<file path="src/rtl/drm_metering_gate.sv">
// DRM metering gate: qualifies the activator licence bit into ip_enable and turns
// weighted job completions into rate-limited metering_event pulses. Optional stats: DRM_METER_STATS_EN.
module drm_metering_gate #(
  parameter int unsigned ACT_BIT       = 0,
  parameter int unsigned STABLE_CYCLES = 16,
  parameter int unsigned EVT_CNT_W     = 16,
  parameter int unsigned EVT_GAP       = 2
) (
  input  logic                 ip_core_aclk,
  input  logic                 ip_core_arst,
  input  logic [127:0]         activation_code,
  input  logic                 job_done,
  input  logic [7:0]           job_units,
  output logic                 ip_enable,
  output logic                 metering_event,
  output logic [EVT_CNT_W-1:0] pending_count,
  output logic                 overflow
`ifdef DRM_METER_STATS_EN
  ,
  output logic [31:0]          events_total,
  output logic [15:0]          jobs_rejected
`endif
);

  localparam int unsigned STAB_W = $clog2(STABLE_CYCLES + 1);
  localparam int unsigned GAP_W  = (EVT_GAP > 0) ? $clog2(EVT_GAP + 1) : 1;
  // Wide enough that a full counter plus a 255-unit job never wraps before the clamp test.
  localparam int unsigned SUM_W  = ((EVT_CNT_W > 8) ? EVT_CNT_W : 8) + 1;

  typedef enum logic [1:0] {LOCKED, QUALIFY, ACTIVE} lic_state_t;

  lic_state_t          state, state_next;
  logic [STAB_W-1:0]   stable_cnt, stable_next;
  logic                enable_next;
  logic                lic;
  logic                unused_code;

  logic                accept, emit, sat;
  logic [SUM_W-1:0]    sum, pend_max;
  logic [GAP_W-1:0]    gap_cnt, gap_next;
  logic [EVT_CNT_W-1:0] pending_next;

  assign lic         = activation_code[ACT_BIT];
  assign unused_code = ^activation_code;

  always_ff @(posedge ip_core_aclk) begin
    if (ip_core_arst) begin
      state      <= LOCKED;
      stable_cnt <= '0;
      ip_enable  <= 1'b0;
    end else begin
      state      <= state_next;
      stable_cnt <= stable_next;
      ip_enable  <= enable_next;
    end
  end

  always_comb begin
    state_next  = state;
    stable_next = stable_cnt;
    case (state)
      LOCKED: begin
        if (lic) begin
          stable_next = STAB_W'(1);
          state_next  = (STABLE_CYCLES <= 1) ? ACTIVE : QUALIFY;
        end
      end
      QUALIFY: begin
        if (!lic) begin
          state_next  = LOCKED;
          stable_next = '0;
        end else begin
          stable_next = stable_cnt + STAB_W'(1);
          if (stable_next >= STAB_W'(STABLE_CYCLES)) state_next = ACTIVE;
        end
      end
      ACTIVE: begin
        if (!lic) begin
          state_next  = LOCKED;
          stable_next = '0;
        end
      end
      default: begin
        state_next  = LOCKED;
        stable_next = '0;
      end
    endcase
  end

  always_comb begin
    enable_next = (state_next == ACTIVE);
  end

  always_comb begin
    accept   = job_done & ip_enable;
    emit     = (pending_count != '0) && (gap_cnt == '0);
    pend_max = {{(SUM_W - EVT_CNT_W){1'b0}}, {EVT_CNT_W{1'b1}}};
    sum      = SUM_W'(pending_count) + (accept ? SUM_W'(job_units) : '0) - SUM_W'(emit);
    sat      = (sum > pend_max);
    pending_next = sat ? '1 : sum[EVT_CNT_W-1:0];
    if (emit)                 gap_next = GAP_W'(EVT_GAP);
    else if (gap_cnt != '0)   gap_next = gap_cnt - GAP_W'(1);
    else                      gap_next = gap_cnt;
  end

  always_ff @(posedge ip_core_aclk) begin
    if (ip_core_arst) begin
      pending_count  <= '0;
      metering_event <= 1'b0;
      gap_cnt        <= '0;
      overflow       <= 1'b0;
    end else begin
      pending_count  <= pending_next;
      metering_event <= emit;
      gap_cnt        <= gap_next;
      overflow       <= overflow | sat;
    end
  end

`ifdef DRM_METER_STATS_EN
  always_ff @(posedge ip_core_aclk) begin
    if (ip_core_arst) begin
      events_total  <= '0;
      jobs_rejected <= '0;
    end else begin
      if (emit) events_total <= events_total + 32'd1;
      if (job_done && !ip_enable && (jobs_rejected != '1))
        jobs_rejected <= jobs_rejected + 16'd1;
    end
  end
`endif

endmodule

</file>
<file path="config.mk">
export PLATFORM = sky130hd
export DESIGN_NAME = drm_metering_gate
export DESIGN_NICKNAME = d
export VERILOG_FILES = /design/src/rtl/drm_metering_gate.sv
export SDC_FILE = /design/constraint.sdc
export NUM_CORES = 1
export LEC_CHECK = 0
export CAP_MARGIN = 10
export CORE_AREA = 2 2 93 73
export CTS_CLUSTER_SIZE = 40
export DETAILED_ROUTE_END_ITERATION = 8
export DIE_AREA = 0 0 95 75
export PLACE_DENSITY = 0.83
export SLEW_MARGIN = 20
export SYNTH_ARGS = -nofsm -noshare
export SYNTH_HDL_FRONTEND = slang
export SYNTH_SLANG_ARGS = --single-unit
</file>
<file path="constraint.sdc">
create_clock -name ip_core_aclk -period 5.2 [get_ports ip_core_aclk]
set_clock_uncertainty 0.15 [all_clocks]
set_input_delay 1.04 -clock ip_core_aclk [delete_from_list [all_inputs] [get_ports ip_core_aclk]]
set_output_delay 1.04 -clock ip_core_aclk [all_outputs]
set_load 0.01 [all_outputs]
</file>
==> impl_metrics.csv <==
group,metric,value,unit
critical_path,critPathMaxFanout,17,
cells_and_area,final_common_cell,"inv_1",
synthesis,syn_area,0.00206,sq mm
cts,clkLatencyLatePin,0.28,ns
sta,tightest_slew,0.381,ns
floorplan,die_y,75,microns
critical_path,crit_chain,"clkdlybuf4s50_1 -> and2_1 -> nand2_1 -> ha_1 -> inv_1 -> ha_1 -> fa_1 -> a211oi_1 -> o21bai_2 -> o2111ai_2 -> or4_4 -> nand3b_4 -> xnor2_4 -> buf_4 -> a21oi_1",
sta,worst_hold_slack,0.299,ns
synthesis,synth_mux_area_share,0,%
sta,hold_viol,0,
grt,antenna_found_initial,0,
route,drt_iter0_markers,50,
cts,clk_path_buf_depth,2,
sta,period_share,82.8,%
placement,place.gp.congestion,0.850,
synthesis,synth_area_per_cell,8.26,sq um
cts,numClockSinks,28,
synthesis,synth.net_count,419,
sta,timing.final.ws_setup,0.893,ns
critical_path,critPathArrivalTime,4.32,ns
cells_and_area,fillers,622,
sta,fin_crit,4.31,ns
critical_path,path_class,"in2reg",
grt,overflow,0,
cells_and_area,fin_cells,363,
floorplan,fp.coreArea,0.00616,sq mm
route,routed_wl,4.47,mm
cells_and_area,syn2layout_area_growth,22.7,%
synthesis,yosysUniqueCellTypes,44,
floorplan,io_pins,158,
placement,placed_cell_area,0.00246,sq mm
cts,clk_pin_slew,0.10,ns
power,ir_drop,0.372,mV
cts,cts_tree,"built",
synthesis,synth-compound-area-share,22.3,%
grt,grt_pass1_wl,7.34,mm
synthesis,synth_top_family_by_area,"compound AO/OA/AOI/OAI gates",
synthesis,ys_ff_latch,28,
critical_path,max_stage_delay,0.45,ns
route,dr_total_vias,1704,
placement,dp_hpwl,3.52,mm
sta,timing.fmax,0.232,GHz
cts,h-tree-depth,1,
sta,drv_slew,0,
cts,cts-buffers-inserted,3,
critical_path,cp-start-kind,"input port",
synthesis,synthArstFlopShare,0,%
synthesis,synthAdderAreaFrac,18.5,%
route,drc,0,
min_path,hold_depth,2,
synthesis,synthCells,250,
cells_and_area,fin_util,41.1,%
critical_path,r2r-start,"pending_count[15]$_SDFF_PP0_",
min_path,hold_end,"overflow$_SDFF_PP0_",
critical_path,critPathSlowestCell,"clkdlybuf4s50_1",
synthesis,synth_top_flop_cell,"dfxtp_1",
cells_and_area,final_cell_mix,"inv_1 (40), clkdlybuf4s50_1 (30), ha_1 (29), dfxtp_1 (28)",
floorplan,die-area,0.00713,sq mm
power,power,2.00,mW
min_path,min_path_type,"reg2reg",
critical_path,cp.required,5.21,ns
synthesis,synth_edf_count,0,
cts,cts_hold_buffers,0,
critical_path,r2r_slack,1.17,ns
critical_path,endpoint_kind,"flop",
route,firstDrtPassIters,4,
synthesis,ys_warn_count,0,
synthesis,synth_xor_area_share,7.70,%
cells_and_area,final_nets,452,
cells_and_area,insertedDiodeCount,0,
sta,rsz0062_at_grt,"no",
grt,grt_pass1_vias,1644,
sta,slew_headroom,74.3,%
route,via_per_inst,4.69,
route,ant_nets,0,
placement,pre_cts_slack,0.609,ns
floorplan,die_w,95,microns
min_path,hp-start,"overflow$_SDFF_PP0_",
cts,cts_resized,0,
cells_and_area,stdcell_area,0.00253,sq mm
grt,grt_max_degree,29,
power,power_density,787,mW/mm^2
outcome,status,"complete, no violations",
synthesis,ys_seq_area_share,27.2,%
critical_path,rr_endpoint,"pending_count[1]$_SDFF_PP0_",
cts,cts-root-buf,"clkbuf_8",
route,wl_per_cell,12.3,microns
flow_run,cap_violations,0,
floorplan,rows,25,
critical_path,path_common_cell,"ha_1",
placement,portBuffers,30,
critical_path,ff2ff_path_depth,17,
grt,track_usage,13.1,%
floorplan,initial_utilization,33.5,%
cells_and_area,drive_gt1_share,7.80,%
cts,cts_setup_buffers,0,
placement,dp.cells,359,
sta,finalSetupViolCount,0,
sta,tns,0,ns
power,power.leakage,1.13,nW
synthesis,synthSimpleGateAreaFrac,15.8,%
synth_stat cells, types with 3 or more instances:
cell type / count / area share, %
a21oi_1: 23 / 5.6
xnor2_1: 6 / 2.5
o21ai_0: 15 / 3.6
xor2_1: 9 / 3.8
nand2b_1: 3 / 0.91
nor2_1: 15 / 2.7
clkbuf_1: 4 / 0.73
dfxtp_1: 28 / 27
a21oi_2: 8 / 3.4
a22oi_1: 3 / 1.1
inv_1: 40 / 7.3
nor2b_1: 5 / 1.5
nand2_1: 23 / 4.2
nor3_1: 3 / 0.73
ha_1: 29 / 18
a21o_1: 3 / 1.1
worst max-delay path: cells and delay by family:
kind	cells	cell delay (ns)
xor+xnor	1	0.13
buf+inv	3	0.79
compound gates	4	0.83
fa+ha+maj	3	0.92
simple gates	4	0.60
routing by layer:
layer  part of all wire, %  vias to the layer above  global-route usage (%)
li1                      -                      901                       -
met1                    53                      765                    19.0
met2                    43                       33                    20.7
met3                   3.5                        5                    2.30
met4                  0.90                        0                    2.42
met5                     0                        -                       0
worst max-delay path by stage:
stage	start	to	slack, ns
2_1_floorplan	job_done	pending_count[10]$_SDFF_PP0_	1.20
3_3_place_gp	job_done	pending_count[1]$_SDFF_PP0_	0.62
3_5_place_dp	job_done	pending_count[1]$_SDFF_PP0_	0.61
4_1_cts	job_done	pending_count[1]$_SDFF_PP0_	0.88
5_1_grt	job_done	pending_count[1]$_SDFF_PP0_	0.69
6_report	job_done	pending_count[1]$_SDFF_PP0_	0.89
logic make-up after synthesis:
logic type	count (synthesis)
AOI/OAI and AO/OA	68
and+or+nand+nor	63
buffers and inverters	45
adders and majority gates	30
DFF	28
xor gates and xnor gates	16
power breakdown:
group | switching [mW] | total, mW | internal [mW]
clock | 0.0691 | 0.172 | 0.103
sequential | 0.0571 | 0.349 | 0.292
combinational | 0.822 | 1.47 | 0.652
total | 0.948 | 2.00 | 1.05
state kept, by name, indices dropped and copies added (netlist names):
signal,cells
gap_cnt,2
ip_enable,1
overflow,1
stable_cnt,5
metering_event,1
state,2
pending_count,16
area by class of cell:
cell class	instances	area (sq um)	area share (%)
multi-input cells	177	1330	52.4
flip-flops and latches	28	561	22.1
repair buffers	33	323	12.7
inverters	40	150	5.93
well taps	81	101	4.00
clock buffers	3	41.3	1.63
clock inverters	1	30.0	1.19
Note: power is estimated with default switching activity, not from simulation.
